[src/rtl/pipe_hazard_ctrl_if.sv]
// Handshake and scoreboard bundle between the ID stage and the hazard control.
// master drives the decoded instruction and retire bus; slave is the controller.
interface pipe_hazard_ctrl_if;
   logic        id_valid;
   logic [2:0]  id_rs;
   logic [2:0]  id_rt;
   logic        id_rs_used;
   logic        id_rt_used;
   logic [2:0]  id_rd;
   logic        id_regwrite;
   logic        id_memwrite;
   logic        wb_valid;
   logic [2:0]  wb_rd;
   logic        flush;
   logic        id_ready;
   logic        ex_regwrite;
   logic        ex_memwrite;
   logic [7:0]  busy_mask;
   logic [1:0]  state;
   logic        err_underflow;
   logic [15:0] stall_count;

   modport master (
      output id_valid, id_rs, id_rt, id_rs_used, id_rt_used, id_rd,
      output id_regwrite, id_memwrite, wb_valid, wb_rd, flush,
      input  id_ready, ex_regwrite, ex_memwrite, busy_mask, state,
      input  err_underflow, stall_count
   );

   modport slave (
      input  id_valid, id_rs, id_rt, id_rs_used, id_rt_used, id_rd,
      input  id_regwrite, id_memwrite, wb_valid, wb_rd, flush,
      output id_ready, ex_regwrite, ex_memwrite, busy_mask, state,
      output err_underflow, stall_count
   );
endinterface

[src/rtl/pipe_hazard_ctrl.sv]
// Scoreboard-based RAW/WAW hazard interlock with flush drain FSM.
// Optional stall counter enabled by defining HAZARD_STALL_CNT_EN.
module pipe_hazard_ctrl (
   input logic               clk,
   input logic               reset,
   pipe_hazard_ctrl_if.slave bus
);
   localparam logic [1:0] IDLE  = 2'd0;
   localparam logic [1:0] RUN   = 2'd1;
   localparam logic [1:0] STALL = 2'd2;
   localparam logic [1:0] DRAIN = 2'd3;

   logic [1:0] r_pend [8];
   logic [1:0] r_state;
   logic       r_err;
   logic [1:0] w_next;
   logic [7:0] w_busy;
   logic       w_hazard;
   logic       w_ready;
   logic       w_issue;
   logic       w_inc;
   logic       w_dec;
   logic       w_same;

   always_comb begin
      w_busy = 8'h00;
      for (int i = 0; i < 8; i++) w_busy[i] = (r_pend[i] != 2'd0);
   end

   assign w_hazard = (bus.id_rs_used && r_pend[bus.id_rs] != 2'd0)
                   | (bus.id_rt_used && r_pend[bus.id_rt] != 2'd0)
                   | (bus.id_regwrite && r_pend[bus.id_rd] == 2'd3);
   assign w_ready  = (r_state == RUN) & ~w_hazard & ~bus.flush;
   assign w_issue  = bus.id_valid & w_ready;
   assign w_inc    = w_issue & bus.id_regwrite;
   assign w_dec    = bus.wb_valid;
   // a write issued and retired to one register in the same cycle cancels out
   assign w_same   = w_inc & w_dec & (bus.id_rd == bus.wb_rd);

   always_ff @(posedge clk or negedge reset) begin
      if (!reset) begin
         for (int i = 0; i < 8; i++) r_pend[i] <= 2'd0;
      end else if (!w_same) begin
         for (int i = 0; i < 8; i++) begin
            if (w_inc && bus.id_rd == 3'(i))
               r_pend[i] <= r_pend[i] + 2'd1;
            else if (w_dec && bus.wb_rd == 3'(i) && r_pend[i] != 2'd0)
               r_pend[i] <= r_pend[i] - 2'd1;
         end
      end
   end

   always_ff @(posedge clk or negedge reset) begin
      if (!reset)
         r_err <= 1'b0;
      else if (w_dec && !w_same && r_pend[bus.wb_rd] == 2'd0)
         r_err <= 1'b1;
   end

   always_comb begin
      w_next = r_state;
      if (bus.flush) begin
         w_next = DRAIN;
      end else begin
         case (r_state)
            IDLE:    if (bus.id_valid) w_next = RUN;
            RUN:     if (!bus.id_valid) w_next = IDLE;
                     else if (w_hazard) w_next = STALL;
            STALL:   if (!w_hazard) w_next = RUN;
            DRAIN:   if (w_busy == 8'h00) w_next = IDLE;
            default: w_next = IDLE;
         endcase
      end
   end

   always_ff @(posedge clk or negedge reset) begin
      if (!reset) r_state <= IDLE;
      else        r_state <= w_next;
   end

`ifdef HAZARD_STALL_CNT_EN
   logic [15:0] r_stall_cnt;

   always_ff @(posedge clk or negedge reset) begin
      if (!reset)
         r_stall_cnt <= 16'h0000;
      else if (bus.id_valid && !w_ready && !bus.flush && r_stall_cnt != 16'hFFFF)
         r_stall_cnt <= r_stall_cnt + 16'h0001;
   end

   assign bus.stall_count = r_stall_cnt;
`else
   assign bus.stall_count = 16'h0000;
`endif

   assign bus.id_ready      = w_ready;
   assign bus.ex_regwrite   = w_issue & bus.id_regwrite;
   assign bus.ex_memwrite   = w_issue & bus.id_memwrite;
   assign bus.busy_mask     = w_busy;
   assign bus.state         = r_state;
   assign bus.err_underflow = r_err;
endmodule

[src/flat_wrapper.sv]
// flat-port wrapper written by rule: the top's interface ports become plain ports
module pipe_hazard_ctrl_flat 
  (clk, reset, bus_id_valid, bus_id_rs, bus_id_rt, bus_id_rs_used, bus_id_rt_used, bus_id_rd, bus_id_regwrite, bus_id_memwrite, bus_wb_valid, bus_wb_rd, bus_flush, bus_id_ready, bus_ex_regwrite, bus_ex_memwrite, bus_busy_mask, bus_state, bus_err_underflow, bus_stall_count);
  pipe_hazard_ctrl_if bus_i ();
  input logic clk;
  input logic reset;
  input wire logic [$bits(bus_i.id_valid)-1:0] bus_id_valid;
  input wire logic [$bits(bus_i.id_rs)-1:0] bus_id_rs;
  input wire logic [$bits(bus_i.id_rt)-1:0] bus_id_rt;
  input wire logic [$bits(bus_i.id_rs_used)-1:0] bus_id_rs_used;
  input wire logic [$bits(bus_i.id_rt_used)-1:0] bus_id_rt_used;
  input wire logic [$bits(bus_i.id_rd)-1:0] bus_id_rd;
  input wire logic [$bits(bus_i.id_regwrite)-1:0] bus_id_regwrite;
  input wire logic [$bits(bus_i.id_memwrite)-1:0] bus_id_memwrite;
  input wire logic [$bits(bus_i.wb_valid)-1:0] bus_wb_valid;
  input wire logic [$bits(bus_i.wb_rd)-1:0] bus_wb_rd;
  input wire logic [$bits(bus_i.flush)-1:0] bus_flush;
  output wire logic [$bits(bus_i.id_ready)-1:0] bus_id_ready;
  output wire logic [$bits(bus_i.ex_regwrite)-1:0] bus_ex_regwrite;
  output wire logic [$bits(bus_i.ex_memwrite)-1:0] bus_ex_memwrite;
  output wire logic [$bits(bus_i.busy_mask)-1:0] bus_busy_mask;
  output wire logic [$bits(bus_i.state)-1:0] bus_state;
  output wire logic [$bits(bus_i.err_underflow)-1:0] bus_err_underflow;
  output wire logic [$bits(bus_i.stall_count)-1:0] bus_stall_count;
  assign bus_i.id_valid = bus_id_valid;
  assign bus_i.id_rs = bus_id_rs;
  assign bus_i.id_rt = bus_id_rt;
  assign bus_i.id_rs_used = bus_id_rs_used;
  assign bus_i.id_rt_used = bus_id_rt_used;
  assign bus_i.id_rd = bus_id_rd;
  assign bus_i.id_regwrite = bus_id_regwrite;
  assign bus_i.id_memwrite = bus_id_memwrite;
  assign bus_i.wb_valid = bus_wb_valid;
  assign bus_i.wb_rd = bus_wb_rd;
  assign bus_i.flush = bus_flush;
  assign bus_id_ready = bus_i.id_ready;
  assign bus_ex_regwrite = bus_i.ex_regwrite;
  assign bus_ex_memwrite = bus_i.ex_memwrite;
  assign bus_busy_mask = bus_i.busy_mask;
  assign bus_state = bus_i.state;
  assign bus_err_underflow = bus_i.err_underflow;
  assign bus_stall_count = bus_i.stall_count;
  pipe_hazard_ctrl u_core (.clk(clk), .reset(reset), .bus(bus_i));
endmodule
[config.mk]
export PLATFORM = sky130hd
export DESIGN_NAME = pipe_hazard_ctrl_flat
export DESIGN_NICKNAME = d
export VERILOG_FILES = /design/src/rtl/pipe_hazard_ctrl_if.sv /design/src/rtl/pipe_hazard_ctrl.sv /design/src/flat_wrapper.sv
export SDC_FILE = /design/constraint.sdc
export NUM_CORES = 1
export LEC_CHECK = 0
export CAP_MARGIN = 20
export CORE_UTILIZATION = 49
export DETAILED_ROUTE_END_ITERATION = 10
export PLACE_DENSITY = 0.81
export SLEW_MARGIN = 20
export SYNTH_ARGS = -nofsm -noshare
export SYNTH_HDL_FRONTEND = slang
export SYNTH_SLANG_ARGS = --single-unit
[constraint.sdc]
create_clock -name clk -period 3 [get_ports clk]
set_input_delay 0.6 -clock clk [delete_from_list [all_inputs] [get_ports clk]]
set_output_delay 0.6 -clock clk [all_outputs]
set_load 0.02 [all_outputs]
* After elaboration in Yosys (flattened, before gate mapping) *
Cells that the tools add are included.

cells by class
  multiplexer cells = 35
  equality and inequality tests = 23
  magnitude comparators = 4
  $add $sub $neg = 16
  bitwise operators = 16
  reductions and logical operators = 62

operators with widths
  cell                                                  number
  two-way mux 2 bit                                     30
  nonzero test 2 bit                                    18
  logical AND 1 bit                                     29
  binary-select mux 2 bit (select 3 bit)                4
  equality test 3 bit (second input constant)           8
  adder 2 x 1 -> 2 bit (second input constant)          8
  >= comparator 4 bit (second input constant)           4
  inverter 3 -> 4 bit                                   4
  AND reduction 2 bit                                   8
  subtractor 2 x 1 -> 2 bit (second input constant)     8
  equality test 3 x 2 -> 1 bit (second input constant)  4
  logical NOT 8 bit                                     1
  case mux 2 bit (4 select lines)                       1
  AND 1 bit                                             7
  equality test 2 bit (second input constant)           3
  equality test 3 x 1 -> 1 bit (second input constant)  2
  logical NOT 3 bit                                     2
  != test 3 bit (second input constant)                 2
  logical NOT 2 bit                                     2
  != test 4 x 3 -> 1 bit (second input constant)        1
  AND reduction 4 bit                                   1
  equality test 3 bit                                   1
  != test 3 x 2 -> 1 bit (second input constant)        1
  inverter 1 bit                                        3
  3 further kinds                                       4

storage, ports and cells
  input port bits = 21
  flip-flop bits (word level) = 19
  logic and storage cells = 166

* Longest topological paths before layout *
Gate-level depths: netlist of run 1.

  depth in word-level cells = 18
  depth in mapped cells = 9
  mapped depth without buffers = 6

* Least setup slack after synthesis of run 1 *
OpenSTA, ideal clock, no wires.

  path kind = input port to output port
  from = input port bus_id_rd[1]
  to = output port bus_id_ready
  data arrival time = 2.102 ns
  stages = 6
  path slack = 0.298 ns
  path through = buf_4 -> nand3_1 -> o21ai_0 -> a221oi_1 -> o311ai_2 -> nor4_1

on the way
  word-level cells in the longest chain between the ends = 10

RTL lines
  element                                               RTL line                source
  start, declared                                       flat_wrapper.sv:12      input wire logic [$bits(bus_i.id_rd)-1:0] bus_id_rd;
  inverter 3 -> 4 bit (implied by the code)             pipe_hazard_ctrl.sv:32  | (bus.id_regwrite && r_pend[bus.id_rd] == 2'd3);
  binary-select mux 2 bit (select 3 bit)                pipe_hazard_ctrl.sv:32
  two-way mux 2 bit (implied by the code) (2 in a row)  pipe_hazard_ctrl.sv:32
  equality test 2 bit                                   pipe_hazard_ctrl.sv:32
  logical AND 1 bit                                     pipe_hazard_ctrl.sv:32
  OR 1 bit                                              pipe_hazard_ctrl.sv:32
  inverter 1 bit                                        pipe_hazard_ctrl.sv:33  assign w_ready = (r_state == RUN) & ~w_hazard & ~bus.flush;
  AND 1 bit (2 in a row)                                pipe_hazard_ctrl.sv:33
  end, declared                                         flat_wrapper.sv:18      output wire logic [$bits(bus_i.id_ready)-1:0] bus_id_ready;

No other way between the ends. The select of a mux whose other input is x is not followed.

* Final worst setup path of run 1 *
  from = input port bus_id_rd[0]
  to = output port bus_ex_memwrite

on the way
  word-level cells in the longest chain between the ends = 12

RTL lines
  element                                               RTL line                source
  inverter 3 -> 4 bit (implied by the code)             pipe_hazard_ctrl.sv:32
  binary-select mux 2 bit (select 3 bit)                pipe_hazard_ctrl.sv:32
  two-way mux 2 bit (implied by the code) (2 in a row)  pipe_hazard_ctrl.sv:32
  equality test 2 bit                                   pipe_hazard_ctrl.sv:32
  logical AND 1 bit                                     pipe_hazard_ctrl.sv:32
  OR 1 bit                                              pipe_hazard_ctrl.sv:32
  inverter 1 bit                                        pipe_hazard_ctrl.sv:33
  AND 1 bit (2 in a row)                                pipe_hazard_ctrl.sv:33
  AND 1 bit                                             pipe_hazard_ctrl.sv:34  assign w_issue = bus.id_valid & w_ready;
  AND 1 bit                                             pipe_hazard_ctrl.sv:98  assign bus.ex_memwrite = w_issue & bus.id_memwrite;
  end, declared                                         flat_wrapper.sv:20      output wire logic [$bits(bus_i.ex_memwrite)-1:0] bus_ex_memwrite;

No other way between the ends. The select of a mux whose other input is x is not followed.

==> results_dict.tcl, run 1 <==
set metrics [dict create \
    synth_compound_area_share_pct 29.2 \
    grt_overflow 0 \
    cts_hold_buf 0 \
    num_io_pins 51 \
    ir_drop_mv 0.271 \
    drive_gt1_share_pct 15.9 \
    seq_area_um2 475 \
    cellPowerDensity_mw_per_mm2 522 \
    netlist_instances 230 \
    die_w_um 63.7 \
    drv_slew 0 \
    drc 0 \
    finalSetupViolations 0 \
    synth_xor_xnor_area_share_pct 1.41 \
    cts_buffers 3 \
    numPortBuffers 34 \
    synth_cell_type_count 45 \
    critPathArrivalTime_ns 2.31 \
    cts_tree "built" \
    met1_usage_pct 38.7 \
    critPathLaunchType "input port" \
    drtAntennaViolNets 0 \
    start_util_pct 50.9 \
    grt_max_degree 37 \
    rows 22 \
    fmax_ghz 0.343 \
    crit_path_end_kind "output pin" \
    h-tree-depth 1 \
    ys_ff_latch 19 \
    grtUsageMet3_pct 4.71 \
    grt_util_met2_pct 45.1 \
    tightestPinTransition_ns 0.897 \
    synth_simple_gate_area_share_pct 26.1 \
    die_area_mm2 0.00405 \
    grt_pass1_wl_mm 9.02 \
    post_cts_buffers 0 \
    diodes 0 \
    wl_per_cell_um 16.8 \
    grt_pass1_vias 1842 \
    hold_class "reg2reg" \
    dieHeight_um 63.7 \
    synth_fa_ha_area_share_pct 0 \
    vias_per_cell 6.30 \
    cap_violations 0 \
    area_delta_synth_final_pct 26.7 \
    fin_crit_ns 2.91 \
    fin_util_pct 64.5 \
    finClkSkew_ns 0.00178 \
    routabilityCongestion 0.964 \
    relSlewSlack_pct 40.0 \
    worstSkewPairLatency_ns 0.26 \
    synth_area_per_cell_um2 8.10 \
    root_buffer "clkbuf_8" \
    synth_top_family_by_area "compound AO/OA/AOI/OAI gates" \
    r2r_cells 7 \
    worst-setup-path-type "in2out" \
    synth_edf_count 0 \
    period_share_pct 97.1 \
    multi_input_area_mm2 0.00121 \
    coreArea_mm2 0.00366 \
    outcome "finished clean" \
    synthFlopType "dfrtp_1" \
    hold_viol 0 \
    p_leak_nw 1.02 \
    cts_sinks 19 \
    clk_path_buf_depth 2 \
    firstDrtPassIters 7 \
    ys.warnings.count 0 \
    synth_area_mm2 0.00186 \
    clk_pin_slew_ns 0.07 \
    ys_seq_area_share_pct 25.5 \
    muxShareOfSynthArea_pct 3.02 \
    async_flop_share_pct 100 \
    finalWirelength_mm 5.45 \
    grt_busiest_layer "met2" \
    hpwl_mm 4.02 \
    required_ns 2.40 \
    drt-initial-drc-count 229 \
    holdPathStages 1 \
    track_usage_pct 28.4 \
    num_vias 2042 \
    rsz0062_at_grt "false" \
    finalSetupTns_ns 0 \
    antenna_found_initial 0 \
    critPathMaxFanout 6 \
    fill_cells 345 \
    fin_nets 298 \
]
[cells in the mapped netlist, drive strengths merged (4+ instances only)]
cell type / n / share of area, %
nand2: 11 / 2.6
nor4: 4 / 1.3
inv: 19 / 3.8
o211ai: 6 / 2.4
nand2b: 5 / 1.7
a311oi: 10 / 4.7
nand3: 11 / 3.0
nor3b: 5 / 2.0
buf: 25 / 10
nor2: 13 / 2.6
a21oi: 5 / 1.3
o21ai: 15 / 4.0
dfrtp: 19 / 26
nor3: 11 / 3.0
a31oi: 10 / 3.4
a211o: 4 / 1.9
o21bai: 4 / 1.6
and3: 11 / 3.7
and2: 4 / 1.3
a41oi: 6 / 2.8
[through the flow]
stage | cells | total power (W) | setup WS (ns) | instance area (um2) | hold slack [ns]
final | 324 | 0.00123 | 0.0867 | 2360 | 0.467
after global placement | 320 | 0.00102 | -0.451 | 2280 | 0.455
after CTS | 324 | 0.00122 | 0.00923 | 2340 | 0.478
after floorplan | 245 | 0.000799 | 0.298 | 1920 | 0.304
after detailed placement | 320 | 0.00103 | -0.448 | 2280 | 0.460
after global routing | 324 | 0.00131 | 0.0143 | 2360 | 0.505
[cell usage in the layout (no fill, tap or decap), drive strengths merged, types with 4 or more instances in the layout]
master and count:
nand2 11, and3 11, inv 19, nand3 11, nor3b 5, nor4 4
o211ai 6, a21oi 5, conb 16, a41oi 6, a31oi 10, a211o 4
buf 22, a311oi 10, nor3 11, and2 4, o21bai 4, clkdlybuf4s50 25
nand2b 5, o21ai 15, clkbuf 4, nor2 13, dfrtp 19
[logic make-up after synthesis]
logic type	Yosys count
AND/OR/NAND/NOR	85
AO/OA/AOI/OAI	72
buffers and inverters	47
flip-flops	19
XOR/XNOR	3
multiplexers	3
other	1
[routing by layer]
layer / up-vias / part of all wire [%]
met1: 955 / 43
met3: 9 / 10
met4: 0 / 1.0
met5: - / 0
met2: 142 / 46
li1: 936 / -
[state kept, by name, summed over array words and instances (netlist names)]
signal and flops:
u_core.r_pend 16, u_core.bus.state 2, u_core.bus.err_underflow 1
[worst max-delay path: stages]
cell             delay, ns
dlygate4sd2_1         0.39
buf_4                 0.22
nand2_1               0.07
o2111a_1              0.26
o311a_1               0.35
and3_1                0.17
clkdlybuf4s15_2       0.25
[final cells by class]
| type | instances | share of cell area (%) |
|---|---|---|
| Clock buffer | 4 | 1.91 |
| Multi-Input combinational cell | 179 | 51.2 |
| Tap cell | 48 | 2.55 |
| Timing Repair Buffer | 55 | 21.2 |
| Inverter | 19 | 3.02 |
| Sequential cell | 19 | 20.1 |
[worst paths after layout]
kind | startpoint | slack (ns) | endpoint
max reg2reg | u_core.r_pend[8] | 0.53 | u_core.r_pend[1]
min reg2reg | u_core.bus.err_underflow | 0.47 | u_core.bus.err_underflow
min in group asynchronous | reset | 0.84 | u_core.bus.state[1]
min | u_core.bus.err_underflow | 0.47 | u_core.bus.err_underflow
max in group asynchronous | reset | 1.61 | u_core.r_pend[3]
max | bus_id_rd[0] | 0.09 | bus_ex_memwrite
[what timing repair did]
item	4_1_cts	5_1_grt
resized for setup	18	6
endpoints found under the setup margin	3	3
pin swaps	3	3
[power breakdown]
group | leakage (nW) | internal [W] | switching [W]
clock network | 0.0228 | 0.0000947 | 0.0000906
registers | 0.243 | 0.000302 | 0.0000854
logic | 0.758 | 0.000282 | 0.000376
total | 1.02 | 0.000679 | 0.000552
(Power assumes the default switching activity.)
==> run 2, diff against run 1 <==
--- a/config.mk
+++ b/config.mk
@@ -9,7 +9,7 @@
 export CORE_UTILIZATION = 49
 export DETAILED_ROUTE_END_ITERATION = 10
 export PLACE_DENSITY = 0.81
-export SLEW_MARGIN = 20
+export SLEW_MARGIN = 5
 export SYNTH_ARGS = -nofsm -noshare
 export SYNTH_HDL_FRONTEND = slang
 export SYNTH_SLANG_ARGS = --single-unit
==> results of run 2 <==
No change in the layout: final DEF, timing and power equal those of run 1.
==> run 3, diff against run 2 <==
--- a/config.mk
+++ b/config.mk
@@ -6,6 +6,7 @@
 export NUM_CORES = 1
 export LEC_CHECK = 0
 export CAP_MARGIN = 20
+export CORE_MARGIN = 2
 export CORE_UTILIZATION = 49
 export DETAILED_ROUTE_END_ITERATION = 10
 export PLACE_DENSITY = 0.81
==> run 3 against run 2 <==
Sequential power hardly changed. Total power is 0.56% higher. First-iteration DRC count is 23% lower. Non-clock buffer count is 1 lower. Critical endpoint unchanged. Largest cell class unchanged. Highest routed layer unchanged.
==> results_dict.tcl, run 3 (synthesized netlist as in run 1, its figures left out) <==
set metrics [dict create \
    die_area_mm2 0.00431 \
    fin_nets 297 \
    drc 0 \
    period_share_pct 97.3 \
    antenna_found_initial 0 \
    whs_ns 0.487 \
    coreArea_mm2 0.00366 \
    fmax_ghz 0.343 \
    h-tree-depth 1 \
    final_cell_mix "clkdlybuf4s50_1, buf_4, dfrtp_1" \
    required_ns 2.40 \
    dieHeight_um 65.7 \
    root_buffer "clkbuf_8" \
    top_register "u_core.r_pend" \
    num_vias 2034 \
    die_w_um 65.7 \
    cp_cell_sequence "dlygate4sd2_1 -> buf_4 -> nand2_1 -> o2111a_1 -> o311a_1 -> and3_1 -> clkdlybuf4s15_2" \
    clk_path_buf_depth 2 \
    grt_max_degree 37 \
    ir_drop_mv 0.262 \
    multi_input_area_mm2 0.00121 \
    cp_num_buf_inv 3 \
    fill_cells 331 \
    critPathArrivalTime_ns 2.32 \
    cap_violations 0 \
    relSlewSlack_pct 39.0 \
    wl_per_cell_um 17.2 \
    power.total_w 0.00124 \
    outcome "finished clean" \
    diodes 0 \
    routabilityCongestion 0.998 \
    worstSkewPairLatency_ns 0.26 \
    track_usage_pct 26.9 \
    rows 22 \
    vias_per_cell 6.30 \
    finalWirelength_mm 5.57 \
    drtAntennaViolNets 0 \
    cts_sinks 19 \
    drt-initial-drc-count 177 \
    firstDrtPassIters 4 \
    grt_pass1_wl_mm 8.98 \
    finalSetupViolations 0 \
    dp_worst_setup_slack_ns -0.451 \
    hpwl_mm 4.13 \
    hold_viol 0 \
    slowest_delay_ns 0.37 \
    fin_area_mm2 0.00235 \
    start_util_pct 50.9 \
    cts_tree "built" \
    grt_pass1_vias 1887 \
    mostFrequentLayoutCell "clkdlybuf4s50_1" \
    cellPowerDensity_mw_per_mm2 528 \
    hold_class "reg2reg" \
    area_delta_synth_final_pct 25.9 \
    final_cells 323 \
    dp.cells 318 \
    crit_path_end_kind "output pin" \
    worst-setup-path-type "in2out" \
    tightestPinTransition_ns 0.913 \
    largest_reg_flops 16 \
    num_io_pins 51 \
    critPathLaunchType "input port" \
    cp_slowest_cell "dlygate4sd2_1" \
    dpl_cell_area_mm2 0.00226 \
    drive_gt1_share_pct 16.0 \
    seq_area_um2 475 \
    fin_crit_ns 2.92 \
    drv_slew 0 \
    critPathMaxFanout 6 \
    finClkSkew_ns 0.00123 \
    cts_buffers 3 \
    crit_family "buffers and inverters" \
    grt_overflow 0 \
    fin_ws_ns 0.0810 \
    numPortBuffers 34 \
    p_leak_nw 1.01 \
    clk_pin_slew_ns 0.07 \
    rsz0062_at_grt "false" \
]
run 3: changes by cell type in the layout (fill, tap and decap cells not counted):
cell and change:
dlygate4sd2_1 +2, clkinv_2 +1, clkbuf_1 -1, dlymetal6s2s_1 -2
buf_4 -1
run 3: through the flow:
step / setup TNS [ns] / utilization, %
after floorplan: 0 / -
after global placement: -1.13 / 61.8
after detailed placement: -1.39 / 61.8
after CTS: 0 / 63.9
after global routing: 0 / 64.1
final: 0 / 64.1
run 3: what timing repair did:
| item | 4_1_cts | 5_1_grt |
|---|---|---|
| buffers inserted | 1 | 0 |
| resized for setup | 22 | 2 |
| pin swaps | 2 | 2 |
| endpoints found under the setup margin | 3 | 3 |
| hold buffers | 0 | 0 |
run 3: layout make-up:
cell class,count,area share [%]
inverters,19,3.04
well taps,48,2.56
clock buffers,3,1.76
clock inverters,1,0.213
multi-input cells,179,51.5
repair buffers,54,20.6
flip-flops and latches,19,20.3
run 3: worst register-to-register path: stages (launching register included):
cell	delay (ns)
dfrtp_1	0.43
nor2_1	0.41
a311oi_1	0.19
a32oi_2	0.26
o311a_1	0.25
buf_4	0.11
buf_4	0.34
nand2_4	0.18
a311oi_1	0.31
run 3: final timing paths:
| path | endpoint | cells after the start | from | slack, ns |
|---|---|---|---|---|
| worst max-delay path | bus_ex_memwrite | 7 | bus_id_rd[0] | 0.08 |
| worst min-delay path | u_core.bus.err_underflow | 1 | u_core.bus.err_underflow | 0.49 |
| worst max register to register | u_core.r_pend[11] | 8 | u_core.r_pend[8] | 0.42 |
| worst min register to register | u_core.bus.err_underflow | 1 | u_core.bus.err_underflow | 0.49 |
| max in group asynchronous | u_core.r_pend[3] | 1 | reset | 1.60 |
| min in group asynchronous | u_core.bus.state[0] | 1 | reset | 0.85 |
run 3: where the power goes:
part           total (W)  leakage (nW)  switching, W  internal (W)
Combinational   0.000659         0.737      0.000376      0.000283
Sequential      0.000391         0.243     0.0000888      0.000302
Clock           0.000187        0.0255     0.0000945     0.0000927
run 3: per-layer routing:
layer	track usage (%)	wire length [um]	vias up
met2	44.7	2650	125
met5	0	0	-
met3	3.08	464	9
met4	9.11	61	0
li1	-	-	938
met1	36.2	2390	962
